$ cat config.mk
export PLATFORM = sky130hd
export DESIGN_NAME = intercal_unalu_flat
export DESIGN_NICKNAME = d
export VERILOG_FILES = /design/src/rtl/intercal_unalu_pkg.sv /design/src/rtl/intercal_unalu_if.sv /design/src/rtl/intercal_deposit_slice.sv /design/src/rtl/intercal_unalu.sv /design/src/flat_wrapper.sv
export SDC_FILE = /design/constraint.sdc
export NUM_CORES = 1
export LEC_CHECK = 0
export CORE_AREA = 2 2 131 229
export DETAILED_ROUTE_END_ITERATION = 8
export DIE_AREA = 0 0 133 231
export DONT_BUFFER_PORTS = 1
export PLACE_DENSITY = 0.53
export SYNTH_ARGS = -nofsm -noshare
export SYNTH_HDL_FRONTEND = slang
export SYNTH_SLANG_ARGS = --single-unit
$ cat constraint.sdc
create_clock -name clk -period 3.2 [get_ports clk]
set_input_delay 0.8 -clock clk [delete_from_list [all_inputs] [get_ports clk]]
set_output_delay 0.8 -clock clk [all_outputs]
set_load 0.01 [all_outputs]
$ cat src/rtl/intercal_unalu_pkg.sv
// intercal_unalu_pkg: shared types, constants and helpers for the inverse-ALU engine
package intercal_unalu_pkg;
    localparam int WORD_W = 32;
    localparam int STEP_LIST [6] = '{1, 2, 4, 8, 16, 32};
    typedef enum logic [1:0] {UNMINGLE = 2'd0, DEPOSIT16 = 2'd1, DEPOSIT32 = 2'd2, RSVD = 2'd3} op_e;
    typedef enum logic [1:0] {IDLE, RUN, DONE} state_e;
    function automatic bit step_legal(input int s);
        bit ok;
        ok = 1'b0;
        for (int i = 0; i < 6; i++) ok = ok | (STEP_LIST[i] == s);
        return ok;
    endfunction
    // odd bits to the upper half, even bits to the lower half
    function automatic logic [WORD_W-1:0] unmingle(input logic [WORD_W-1:0] w);
        logic [WORD_W-1:0] u;
        for (int i = 0; i < WORD_W / 2; i++) begin
            u[WORD_W/2 + i] = w[2*i + 1];
            u[i] = w[2*i];
        end
        return u;
    endfunction
endpackage

$ cat src/rtl/intercal_unalu_if.sv
// intercal_unalu_if: request/response handshake bundle of the inverse-ALU engine
interface intercal_unalu_if;
    logic in_valid;
    logic in_ready;
    logic [1:0] op;
    logic [31:0] a;
    logic [31:0] b;
    logic out_valid;
    logic out_ready;
    logic [31:0] f;
    logic [5:0] cnt;
    logic err;
    modport master (output in_valid, op, a, b, out_ready, input in_ready, out_valid, f, cnt, err);
    modport slave (input in_valid, op, a, b, out_ready, output in_ready, out_valid, f, cnt, err);
endinterface

$ cat src/rtl/intercal_deposit_slice.sv
// intercal_deposit_slice: deposits compressed bits into STEP mask positions, advancing lane pointers
module intercal_deposit_slice #(
    parameter int STEP = 1
) (
    input  logic [4:0]      idx,
    input  logic [STEP-1:0] m_bits,
    input  logic [5:0]      ptr_lo,
    input  logic [4:0]      ptr_hi,
    input  logic [31:0]     v,
    input  logic            lane16,
    output logic [STEP-1:0] r_bits,
    output logic [5:0]      ptr_lo_nx,
    output logic [4:0]      ptr_hi_nx
);
    always_comb begin
        ptr_lo_nx = ptr_lo;
        ptr_hi_nx = ptr_hi;
        r_bits = '0;
        for (int i = 0; i < STEP; i++) begin
            if (m_bits[i]) begin
                // upper lane of a DEPOSIT16 draws from v[31:16]
                if (lane16 && (int'(idx) + i) >= 16) begin
                    r_bits[i] = v[{1'b1, ptr_hi_nx[3:0]}];
                    ptr_hi_nx = ptr_hi_nx + 5'd1;
                end else begin
                    r_bits[i] = v[ptr_lo_nx[4:0]];
                    ptr_lo_nx = ptr_lo_nx + 6'd1;
                end
            end
        end
    end
endmodule

$ cat src/rtl/intercal_unalu.sv
// intercal_unalu: iterative unmingle/deposit engine; INTERCAL_UNALU_EARLY_EXIT_EN enables early exit
module intercal_unalu
    import intercal_unalu_pkg::*;
#(
    parameter int STEP = 1
) (
    input logic clk,
    input logic rst_n,
    intercal_unalu_if.slave bus
);
    if (!step_legal(STEP)) begin : g_bad_step
        $error("intercal_unalu: STEP must be 1, 2, 4, 8, 16 or 32");
    end
    state_e state;
    op_e op_q, req_op;
    logic [31:0] v_q, m_q, r, r_nx;
    logic [5:0] idx, idx_nx, ptr_lo, lo_nx;
    logic [4:0] ptr_hi, hi_nx;
    logic [STEP-1:0] m_bits, r_bits;
    logic fin, zero_exit;
    assign req_op = op_e'(bus.op);
    assign m_bits = m_q[idx[4:0] +: STEP];
    assign idx_nx = idx + 6'(STEP);
`ifdef INTERCAL_UNALU_EARLY_EXIT_EN
    assign fin = (m_q >> idx_nx) == 32'd0;
    assign zero_exit = bus.b == 32'd0;
`else
    assign fin = idx_nx[5];
    assign zero_exit = 1'b0;
`endif
    intercal_deposit_slice #(.STEP(STEP)) u_slice (
        .idx(idx[4:0]),
        .m_bits(m_bits),
        .ptr_lo(ptr_lo),
        .ptr_hi(ptr_hi),
        .v(v_q),
        .lane16(op_q == DEPOSIT16),
        .r_bits(r_bits),
        .ptr_lo_nx(lo_nx),
        .ptr_hi_nx(hi_nx)
    );
    always_comb begin
        r_nx = r;
        r_nx[idx[4:0] +: STEP] = r_bits;
    end
    always_ff @(posedge clk or negedge rst_n) begin
        if (!rst_n) begin
            state <= IDLE;
            op_q <= UNMINGLE;
            v_q <= '0;
            m_q <= '0;
            r <= '0;
            idx <= '0;
            ptr_lo <= '0;
            ptr_hi <= '0;
            bus.in_ready <= 1'b1;
            bus.out_valid <= 1'b0;
            bus.f <= '0;
            bus.cnt <= '0;
            bus.err <= 1'b0;
        end else begin
            case (state)
                IDLE: if (bus.in_valid) begin
                    op_q <= req_op;
                    v_q <= bus.a;
                    m_q <= bus.b;
                    r <= '0;
                    idx <= '0;
                    ptr_lo <= '0;
                    ptr_hi <= '0;
                    bus.in_ready <= 1'b0;
                    if (req_op == UNMINGLE || req_op == RSVD || zero_exit) begin
                        state <= DONE;
                        bus.out_valid <= 1'b1;
                        bus.f <= req_op == UNMINGLE ? unmingle(bus.a) : '0;
                        bus.cnt <= '0;
                        bus.err <= req_op == RSVD;
                    end else begin
                        state <= RUN;
                    end
                end
                RUN: begin
                    r <= r_nx;
                    idx <= idx_nx;
                    ptr_lo <= lo_nx;
                    ptr_hi <= hi_nx;
                    if (fin) begin
                        state <= DONE;
                        bus.out_valid <= 1'b1;
                        bus.f <= r_nx;
                        bus.cnt <= lo_nx + {1'b0, hi_nx};
                    end
                end
                DONE: if (bus.out_ready) begin
                    state <= IDLE;
                    bus.out_valid <= 1'b0;
                    bus.in_ready <= 1'b1;
                    bus.err <= 1'b0;
                end
                default: state <= IDLE;
            endcase
        end
    end
endmodule
$ cat src/flat_wrapper.sv
// flat-port wrapper written by rule: the top's interface ports become plain ports
module intercal_unalu_flat import intercal_unalu_pkg::*;
#(
    parameter int STEP = 1
)
  (clk, rst_n, bus_in_valid, bus_op, bus_a, bus_b, bus_out_ready, bus_in_ready, bus_out_valid, bus_f, bus_cnt, bus_err);
  intercal_unalu_if bus_i ();
  input logic clk;
  input logic rst_n;
  input wire logic [$bits(bus_i.in_valid)-1:0] bus_in_valid;
  input wire logic [$bits(bus_i.op)-1:0] bus_op;
  input wire logic [$bits(bus_i.a)-1:0] bus_a;
  input wire logic [$bits(bus_i.b)-1:0] bus_b;
  input wire logic [$bits(bus_i.out_ready)-1:0] bus_out_ready;
  output wire logic [$bits(bus_i.in_ready)-1:0] bus_in_ready;
  output wire logic [$bits(bus_i.out_valid)-1:0] bus_out_valid;
  output wire logic [$bits(bus_i.f)-1:0] bus_f;
  output wire logic [$bits(bus_i.cnt)-1:0] bus_cnt;
  output wire logic [$bits(bus_i.err)-1:0] bus_err;
  assign bus_i.in_valid = bus_in_valid;
  assign bus_i.op = bus_op;
  assign bus_i.a = bus_a;
  assign bus_i.b = bus_b;
  assign bus_i.out_ready = bus_out_ready;
  assign bus_in_ready = bus_i.in_ready;
  assign bus_out_valid = bus_i.out_valid;
  assign bus_f = bus_i.f;
  assign bus_cnt = bus_i.cnt;
  assign bus_err = bus_i.err;
  intercal_unalu #(.STEP(STEP)) u_core (.clk(clk), .rst_n(rst_n), .bus(bus_i));
endmodule
======== Word-level counts from Yosys, hierarchy flattened ========
Cells that the tools add are included.
Widths: inputs -> output; s select.
word-level totals
  memories kept ........................... 0
  bits in read-only memories .............. 0
  memory bits (writable) .................. 0
  bits in latches ......................... 0
  output and inout bits ................... 41
  bits in registers ....................... 158
cells by class
  eq/ne operators ......................... 8
  reductions and logical operators ........ 14
  $add $sub $neg .......................... 5
  muxes and demuxes ....................... 43
  multiply operators ...................... 0
  shifts and indexed selects .............. 3
  div/mod/pow operators ................... 0
  bitwise operators ....................... 0
  magnitude comparators ................... 3
operators by type and width
  operator                count
  $mux 32                 5
  $pmux 32 s2             2
  $mux 6                  6
  $pmux 6 s2              3
  $bwmux 32               1
  $shift 1x7->32 const A  1
  $shiftx 1x7->32         1
  $shiftx 32x6->1         1
  $mux 5                  3
  $add 6x1->6 const B     2
  $lt 5x6->1 const B      2
  $mux 1                  12
  $pmux 5 s2              1
  $mux 2                  4
  $reduce_and 4->1        2
  $neg 5->7               1
  $add 6x5->6             1
  $pmux 2 s3              1
  $reduce_and 3->1        2
  $add 5x1->5 const B     1
  $bmux 1 s5              1
  $ge 5x5->1 const B      1
  $reduce_and 5->1        1
  $bmux 1 s4              1
  12 further kinds        20

======== Logic depth before layout (Yosys ltp) ========
  word-level depth ........................ 8
  depth in mapped cells ................... 18
  gate-level depth less buffers ........... 15

======== Modules after synthesis ========
A second synthesis with hierarchy kept.
unflattened totals
  cells, all modules ...................... 863
  area total of the unflattened synthesis .. 8918.6 µm²
by module, submodules not included
  module                  times used  area an instance (µm²)  cells an instance
  intercal_unalu          1           8256.7                  802
  intercal_deposit_slice  1           661.9                   61

======== Worst setup path after synthesis ========
OpenSTA, ideal clock, no wires.
  kind .................................... register -> register
  start ................................... register u_core.idx[1]
  end ..................................... register u_core.bus.cnt[5]
  setup time .............................. 0.127 ns
  arrival time ............................ 3.132 ns
  cell stages (with the launch flop) ...... 18
  slack ................................... -0.060 ns
  path buffers ............................ 3
  cells stage by stage .................... dfrtp_1 -> buf_6 -> buf_12 -> buf_6 -> mux2i_1 -> a22oi_1 -> nand3_1 -> o31ai_2 -> o21ai_2 -> mux2_2 -> ha_1 -> a21o_1 -> a21oi_1 -> o21bai_1 -> a21oi_1 -> xnor2_1 -> xnor2_1 -> o21ai_0
on the way
  cells in the longest elaborated chain, start to end .. 7
  elaborated cells between the ends (all ways) .. 13
  classes of those cells .................. add/sub (2); order compare (1); eq/ne (1); shift (1); mux (6); reduce/logical (2)
RTL lines
  item                                     RTL line                      source
  start, declared                          intercal_unalu.sv:17          logic [5:0] idx, idx_nx, ptr_lo, lo_nx;
  start signal, assigned                   intercal_unalu.sv:84          idx <= idx_nx;
  $ge 5x5->1                               intercal_deposit_slice.sv:22  if (lane16 && (int'(idx) + i) >= 16) begin
  $logic_and 1x1->1                        intercal_deposit_slice.sv:22
  $mux 6 / $mux 5 (equally long branches)  intercal_deposit_slice.sv:22
  $mux 6 / $mux 5 (equally long branches)  intercal_deposit_slice.sv:20  if (m_bits[i]) begin
  $add 6x5->6                              intercal_unalu.sv:91          bus.cnt <= lo_nx + {1'b0, hi_nx};
  $mux 6                                   intercal_unalu.sv:87          if (fin) begin
  $pmux 6 s2                               intercal_unalu.sv:62          case (state)
  end signal, assigned                     intercal_unalu.sv:91
  end, declared                            intercal_unalu_if.sv:14       modport slave (input in_valid, op, a, b, out_ready, output in_ready, out_valid, f, cnt, err);
Parallel ways exist; a longest one is shown, timed or not. The select of a mux whose other input is x is not followed.
A chain may end at the register's enable or synchronous reset.

======== Worst setup path after layout ========
Ends and elaborated chain as after synthesis.

==> out/metrics.cfg <==
[clocking]
clk_transition_reported_paths_ps = 70
cts.path.max_buffers = 2
cts_root_buffer = clkbuf_16
cts_buffers = 17
cts_hold_buffers = 0
worstSkewPairLatency_ps = 440
clock-sinks = 158
htreeDepth = 4
cts_tree = done

[global_route]
grt_first_pass_wirelength_um = 41100
overflow = 0
grt_usage_pct = 17.7
grt_pass1_vias = 6854
grt_antenna_before_repair = 0
grt_max_degree = 159

[power_and_ir_drop]
p_sw_w = 0.00376
p_comb_share_pct = 42.1
p_int_w = 0.00557
power_density_nw_per_um2 = 945
p_clk_share_pct = 21.6
vdd_drop_max_uv = 477
seq_power_share_pct = 36.3
p_leak_nw = 4.05
swShare_pct = 40.3

[synth]
yosysTopAreaCell = dfrtp_1
ys_top_cells_by_count = dfrtp_1, nand2_1, mux2_2, nor2_1, o21ai_0
ys_types = 63
synth_nets = 944
synth_ff_type = dfrtp_1
syn_avg_cell_area_sq_um = 9.98
yosysTopAreaCellShare_pct = 45.8
ys_ff_latch = 158
synthArstFlopShare_pct = 100
synthCells = 859
synth_most_common_cell = dfrtp_1
synth_edf_count = 0
ys_top_cells_by_area = dfrtp_1, mux2_2, nand2_1, o21ai_0, a21oi_1
synth_warnings = 0
yosysSeqAreaShare_pct = 46.1
synth_area_sq_um = 8570

[worst_setup_path]
critPathSlowestCell = dfrtp_2
cpMostUsedCell = xnor2_1
cp.required_ps = 3520
critPathArrivalTime_ps = 3530
crit_fanout = 5
crit_path_max_incr_delay_ps = 470
cp-end-kind = flop
cp-start-kind = flop
path_class = reg2reg
r2r_cells = 16
cp_cell_sequence = buf_12 -> mux2i_1 -> a22oi_2 -> nand2_1 -> o31ai_2 -> buf_4 -> buf_4 -> o211ai_1 -> xnor2_1 -> ha_1 -> a21oi_2 -> o21bai_1 -> a21oi_1 -> xnor2_1 -> xnor2_1 -> o21ai_1

[timing]
rsz0062_at_grt = yes
final-setup-viol-count = 1
tightest_slew_ps = 641
final_max_slew_viol_count = 0
tns_ps = -6.12
max_slew_margin_pct = 57.2
layout_min_cycle_time_ps = 3210
hold_viol = 0
setup_ws_ps = -6.12
worst_clock_skew_ps = 14.0
timing.hold.ws_ps = 56.9
fin_crit_sh_pct = 100
max_freq_mhz = 312

[placement]
gp_congestion = 0.884
placed_cells = 1224
post-dp-hpwl_um = 20000
port-buffer-count = 0

[floorplan]
fp.dieW_um = 133
dieHeight_um = 231
io_pins = 111
die_area_sq_um = 30700
coreArea_sq_um = 29000
num_rows = 83
initial_core_util_pct = 29.6

[status]
violations = setup timing
status = finished, violations left

[drt]
first_pass_iters = 5
num_vias = 6785
wire_per_inst_um = 21.3
vias_per_cell = 5.38
finalWirelength_um = 26900
drt_iter0_drc = 433
postRouteAntennaNets = 0
drc = 0

[flow_run]
max_cap_violations = 0

[hold_path]
hold_class = in2async

[layout]
area_delta_synth_final_pct = 15.2
antenna_cells = 0
nNetsFinal = 952
instances_no_fill = 1262
layout-drive-gt1-share_pct = 22.4

[final timing paths]
| check | start | endpoint | slack, ps |
|---|---|---|---|
| worst min-delay path | rst_n | u_core.m_q[24] | 60 |
| worst max-delay path | u_core.idx[1] | u_core.bus.cnt[5] | -6 |
| max in group asynchronous | rst_n | u_core.bus.f[27] | 2810 |
| worst max register to register | u_core.idx[1] | u_core.bus.cnt[5] | -6 |
| min in group clk | bus_out_ready | u_core.state[1] | 460 |
| worst min register to register | u_core.r[4] | u_core.r[4] | 480 |
[final cells by class]
type                    instances  area [sq um]
multi-input cells             619          4330
well taps                     382           478
inverters                      20          75.1
flip-flops and latches        158          3960
clock buffers                  20           467
clock inverters                12           110
repair buffers                 51           459
fillers                      2929         19100
[power groups by stage]
stage | Clock (W) | Combinational [W] | Sequential, W
3_3_place_gp | 0 | 0.00379 | 0.00343
6_report | 0.00201 | 0.00393 | 0.00338
3_5_place_dp | 0 | 0.00383 | 0.00343
5_1_grt | 0.00213 | 0.00427 | 0.00347
2_1_floorplan | 0 | 0.00289 | 0.00311
4_1_cts | 0.00205 | 0.00385 | 0.00339
[through the flow]
stage	setup WS, ps	power, W	cell area (sq um)	utilization [%]
after CTS	10.7	0.00930	9720	33.5
after floorplan	5.30	0.00600	8590	-
after global placement	1.80	0.00722	9140	31.5
final	-6.12	0.00933	9870	34.1
after global routing	-140	0.00987	9870	34.1
after detailed placement	-78.1	0.00726	9140	31.5
[flip-flops by register name (all words and copies together), names as in the netlist, 2 cells and up]
name	flops
u_core.m_q	32
u_core.v_q	32
u_core.idx	6
u_core.ptr_lo	6
u_core.ptr_hi	5
u_core.bus.cnt	6
u_core.bus.f	32
u_core.r	32
u_core.state	2
u_core.op_q	2
[critical path: cells and delay by family (launching register included)]
family,cells,cell delay [ps]
muxes,1,120
and+or+nand+nor,1,120
DFF,1,470
xor gates and xnor gates,3,570
buffers and inverters,3,440
adders and majority gates,1,310
AOI/OAI and AO/OA,7,1070
[metal layers]
layer | GRT usage, % | wire length, um | up-vias | part of all wire, %
li1 | - | - | 3139 | -
met1 | 18.6 | 9890 | 3412 | 37
met2 | 33.1 | 14800 | 183 | 55
met3 | 4.02 | 1340 | 51 | 5.0
met4 | 8.27 | 940 | 0 | 3.5
met5 | 0 | 0 | - | 0
[kinds of logic (layout without fill, tap and decap cells)]
kind of cell / Yosys count / count (layout) / synth area share (%)
AO/OA/AOI/OAI: 227 / 227 / 16.9
adder cells (fa/ha/maj): 15 / 15 / 2.28
flip-flops: 158 / 158 / 46.1
AND/OR/NAND/NOR: 262 / 262 / 14.1
XOR/XNOR: 13 / 13 / 1.33
buffers and inverters: 82 / 103 / 4.48
multiplexers: 102 / 102 / 14.7
[what timing repair did]
item | in CTS | in global routing
buffers inserted | 0 | 4
gates cloned | 0 | 2
hold endpoints to repair | 0 | 0
endpoints found under the setup margin | 1 | 2
resized for setup | 1 | 17
pin swaps | 2 | 10
[cell usage in the layout (no fill, tap or decap), types with 19 or more instances in the layout]
| cell type | n |
|---|---|
| nand2_1 | 88 |
| a21oi_1 | 55 |
| o21ai_0 | 62 |
| a31oi_1 | 27 |
| dfrtp_1 | 155 |
| buf_4 | 45 |
| mux2_2 | 69 |
| nand3_1 | 36 |
| mux2i_1 | 19 |
| nor2_1 | 66 |
| inv_1 | 20 |
| clkbuf_16 | 19 |
Note: power is estimated with default switching activity, not from simulation.
==> edit 1 (config.mk and constraints unchanged) <==
Add a define of `INTERCAL_UNALU_EARLY_EXIT_EN`.
--- a/src/rtl/intercal_unalu.sv
+++ b/src/rtl/intercal_unalu.sv
@@ -1,2 +1,4 @@
 // intercal_unalu: iterative unmingle/deposit engine; INTERCAL_UNALU_EARLY_EXIT_EN enables early exit
+`define INTERCAL_UNALU_EARLY_EXIT_EN
+
 module intercal_unalu
Behaviour: not the same (a bounded check fails within 4 cycles, from zero or initial values and one cycle with rst_n low).
==> edit 1 against the original RTL <==
- the flow still finishes with violations (setup timing)
- combinational power is 54% higher
- synthesized area is 11% higher
- count of clock-buffer cells in the layout is 6 higher
- design area is 17% higher
- sequential cell count stayed put
- wire length is 18% higher
- sequential power is 3% lower
- utilization is 5.7 points higher
- via count is 20% higher
- total power is 22% higher
- setup slack worse by 170 ps
- critical path type unchanged
- largest cell class unchanged
- highest routed layer unchanged
==> edit 1: results (changes against the original RTL) <==
- Status: finished with violations (unchanged)
- Failing checks: setup timing (unchanged)
- Final worst slack: -177.4 ps (was -6.123 ps)
- GPL Wtd Cong: 0.8469 (was 0.8844)
- Met3 WL: 1.336 mm (was 1.337 mm)
- Placed Area: 10510 um^2 (was 9141 um^2)
- Total track usage: 20.87% (was 17.72%)
- Slew of the pin with the lowest slew margin: 799.6 ps (was 641.3 ps)
- Setup TNS: -819.3 ps (was -6.123 ps)
- Drt initial violations: 439 (was 433)
- VDD IR max: 0.0004711 V (was 0.0004766 V)
- Commonest cells in the netlist: nand2_1, dfrtp_1, o21ai_0 (was dfrtp_1, nand2_1, mux2_2, nor2_1, o21ai_0)
- Vias in the first global route: 8325 (was 6854)
- Netlist cell types: 84 (was 63)
- Crit path DAT: 3710 ps (was 3530 ps)
- Static leakage: 5.167 nW (was 4.051 nW)
- Top post-synthesis cells by area: dfrtp_1, nand2_1, o21ai_0 (was dfrtp_1, mux2_2, nand2_1)
- DR WL met2: 16.97 mm (was 14.76 mm)
- Share of cells above drive strength 1: 25.09% (was 22.39%)
- Fraction of the yosys area taken by sequential cells: 41.40% (was 46.15%)
- Top_reg_cell synth: dfrtp_1 (unchanged)
- Total CTS buffers: 17 (unchanged)
- Endpoints failing setup: 22 (was 1)
- Global-route wire length before repair: 48.52 mm (was 41.13 mm)
- Worst Path Max Fanout: 4 (was 5)
- Synthesized Nets: 1126 (was 944)
- Initial antenna violation count: 0 (unchanged)
- Routed WL: 31.67 mm (was 26.92 mm)
- DRT met1 WL: 11.72 mm (was 9.888 mm)
- Final Skew: 8.797 ps (was 14.04 ps)
edit 1: changes by cell type after synthesis, sizes merged, moves of 8 or more:
cell,delta
nand2,+158
o211ai,+29
a21oi,-26
o21ai,+26
nor2,-20
mux2,-19
nor4,+16
a221oi,-12
a22oi,-12
mux2i,+10
o31ai,+10
clkbuf,+9
o211a,+9
a221o,-8
edit 1: routing by layer:
layer  vias up  global-route usage (%)
li1       3828                       -
met1      4025                   22.81
met2       228                   37.55
met3        79                   3.645
met4         0                   12.23
met5         -                       0
edit 1: kinds of logic (layout without fill, tap and decap cells):
family / count (synthesis) / after routing / synth area share, %
adder cells (fa/ha/maj): 15 / 15 / 2.043
AND/OR/NAND/NOR: 407 / 407 / 18.81
multiplexers: 92 / 92 / 12.53
buffers and inverters: 97 / 176 / 5.396
flip-flops: 158 / 158 / 41.40
AO/OA/AOI/OAI: 253 / 253 / 18.00
XOR/XNOR: 19 / 19 / 1.821
edit 1: what timing repair did:
action	CTS	global route
gates cloned	1	2
resized for setup	24	43
buffers inserted	7	10
endpoints found under the setup margin	37	37
pin swaps	15	17
edit 1: worst paths after layout:
check / startpoint / to / cells after the start
worst min register to register: u_core.v_q[15] / u_core.v_q[15] / 2
max in group asynchronous: rst_n / u_core.r[6] / 0
min in group clk: bus_out_ready / u_core.state[1] / 1
worst max-delay path: u_core.idx[0] / u_core.bus.cnt[5] / 15
worst max register to register: u_core.idx[0] / u_core.bus.cnt[5] / 15
worst min-delay path: rst_n / u_core.m_q[26] / 0
edit 1: per-stage QoR:
stage	cells	hold slack, ps
final	1502	48.91
after detailed placement	1454	456.9
after CTS	1493	23.70
after global placement	1454	454.9
after floorplan	1041	440.1
after global routing	1502	35.03
edit 1: layout make-up:
| cell class | count | area, um^2 | share of cell area [%] |
|---|---|---|---|
| clock buffer | 26 | 509.2 | 4.420 |
| clock inverter | 5 | 55.05 | 0.4778 |
| inverter | 22 | 85.08 | 0.7385 |
| multi-input combinational | 786 | 5321 | 46.19 |
| sequential | 158 | 3958 | 34.35 |
| tap | 382 | 478.0 | 4.149 |
| timing repair buffer | 123 | 1115 | 9.676 |
edit 1: report_power, final:
group / total, mW / switching [mW] / internal, mW / leakage (nW)
sequential: 3.29 / 0.655 / 2.64 / 2.07
clock: 2.02 / 0.851 / 1.17 / 0.272
combinational: 6.07 / 3.30 / 2.77 / 2.82
total: 11.4 / 4.80 / 6.58 / 5.17
edit 1: worst max-delay path, cell delays in order, from the launching register on:
cell,delay (ps)
dfrtp_2,410
mux4_2,510
o221a_1,280
a41oi_4,260
a21oi_4,100
mux2i_2,200
inv_1,70
ha_1,270
a21o_1,170
a21oi_2,160
o21bai_1,90
a21oi_2,140
xnor2_1,140
xnor2_1,140
nor2_1,50
mux2_4,260
==> edit 2 (same settings) <==
Without the edit above. Re-encode `state_e` (3 states) as one-hot, 3 bits wide.
--- a/src/rtl/intercal_unalu_pkg.sv
+++ b/src/rtl/intercal_unalu_pkg.sv
@@ -5,3 +5,3 @@
     typedef enum logic [1:0] {UNMINGLE = 2'd0, DEPOSIT16 = 2'd1, DEPOSIT32 = 2'd2, RSVD = 2'd3} op_e;
-    typedef enum logic [1:0] {IDLE, RUN, DONE} state_e;
+    typedef enum logic [2:0] {IDLE = 3'b001, RUN = 3'b010, DONE = 3'b100} state_e;
     function automatic bit step_legal(input int s);
Formal check against the unedited RTL: no difference found for any inputs over 4 cycles, from zero or initial values and one cycle with rst_n low; so few cycles prove little.
==> edit 2 against the original RTL <==
- hold slack worse by 9.9 ps
- maximum frequency is 2.4% higher
- total power is 11% lower
- combinational power is 32% lower
- setup slack better by 76 ps
- non-clock buffer count is 8 lower
- sequential cell count is 1 higher
- wire length hardly changed
- design area is 0.60% higher
- count of clock-buffer cells in the layout is 2 higher
- synthesized area is 0.36% higher
- critical endpoint unchanged
==> edit 2: results (changes against the original RTL) <==
- Status: finished, final reports clean (was finished with violations)
- Vias per cell: 5.155 (was 5.376)
- Largest net degree at the start of global routing: 160 (was 159)
- Hpwl dp: 19.39 mm (was 20.04 mm)
- Final Skew: 14.81 ps (was 14.04 ps)
- GPL Wtd Cong: 0.8212 (was 0.8844)
- Top post-synthesis cells by area: dfrtp_1, nand2_1, a21oi_1 (was dfrtp_1, mux2_2, nand2_1)
- Critical path's largest stage delay: 510 ps (was 470 ps)
- Worst Reg2Reg Path Length in Cells: 13 (was 16)
- Pre-CTS WS: -26.46 ps (was -78.13 ps)
- Global-route wire length before repair: 42.15 mm (was 41.13 mm)
- Static leakage: 4.381 nW (was 4.051 nW)
- Crit path DAT: 3450 ps (was 3530 ps)
- Netlist cell types: 70 (was 63)
- Total track usage: 17.97% (was 17.72%)
- Via count: 7109 (was 6785)
- Slew of the pin with the lowest slew margin: 729.9 ps (was 641.3 ps)
- Syn Area/Cell: 8.733 um^2 (was 9.978 um^2)
- Routed WL: 26.91 mm (was 26.92 mm)
- Vias in the first global route: 7232 (was 6854)
- Commonest cells in the netlist: nand2_1, dfrtp_1, a21oi_1 (was dfrtp_1, nand2_1, mux2_2, nor2_1, o21ai_0)
- P_sw: 3.114 mW (was 3.764 mW)
- Fraction of the yosys area taken by sequential cells: 46.28% (was 46.15%)
- Hold WC Path Type: in -> async (unchanged)
- Placed Area: 9206 um^2 (was 9141 um^2)
- H-tree depth: 4 (unchanged)
- VDD IR max: 0.0004669 V (was 0.0004766 V)
- Placed insts: 1346 (was 1224)
- Share of cells above drive strength 1: 13.24% (was 22.39%)
- Drt initial violations: 389 (was 433)
edit 2: worst max-delay path: cells and delay by family, from the launching register on:
kind / cells / cell delay, ps
DFF: 1 / 400
AOI/OAI and AO/OA: 7 / 1110
muxes: 2 / 850
xor gates and xnor gates: 2 / 280
and+or+nand+nor: 1 / 140
adders and majority gates: 1 / 210
edit 2: layout make-up:
class | instances | area [um^2]
fillers | 2994 | 19040
inverters | 19 | 71.32
multi-input cells | 744 | 4369
well taps | 382 | 478.0
repair buffers | 43 | 389.1
flip-flops and latches | 159 | 3984
clock inverters | 10 | 185.2
clock buffers | 22 | 454.2
edit 2: cells by family (layout without fill, tap and decap cells):
family | count (synthesis) | count (layout) | share of synthesized area (%)
flops | 159 | 159 | 46.28
buf+inv | 82 | 94 | 4.015
mux | 41 | 41 | 6.996
fa+ha+maj | 15 | 15 | 2.269
simple gates | 428 | 428 | 20.83
compound gates | 244 | 244 | 17.98
xor+xnor | 16 | 16 | 1.629
edit 2: power by group through the flow:
stage               Clock, mW  Sequential (mW)  Combinational (mW)
detailed placement          0             3.36                2.64
CTS                      2.32             3.33                2.66
global route             2.40             3.40                3.02
global placement            0             3.35                2.62
finish                   2.28             3.31                2.68
floorplan                   0             3.09                1.87
edit 2: metal layers:
layer	global-route usage (%)	vias up	part of all wire (%)
li1	-	3391	-
met1	20.13	3483	38
met2	32.12	182	53
met3	3.953	53	4.8
met4	8.501	0	3.9
met5	0	-	0
edit 2: timing repair:
item | 4_1_cts | 5_1_grt
buffers inserted | 1 | 0
endpoints found under the setup margin | 1 | 7
pin swaps | 2 | 9
resized for setup | 0 | 20
edit 2: path summary, 6_finish.rpt:
check | startpoint | end | slack (ps)
max | u_core.idx[0] | u_core.bus.cnt[5] | 70
min | rst_n | u_core.bus.cnt[0] | 50
max reg2reg | u_core.idx[0] | u_core.bus.cnt[5] | 70
min reg2reg | u_core.v_q[1] | u_core.v_q[1] | 470
max in group asynchronous | rst_n | u_core.bus.f[9] | 2850
min in group clk | bus_a[30] | u_core.v_q[30] | 460
edit 2: through the flow:
stage	power, mW	util, %
after global routing	8.818	34.27
after global placement	5.975	31.77
final	8.277	34.27
after floorplan	4.965	-
after CTS	8.313	34.01
after detailed placement	6.002	31.77
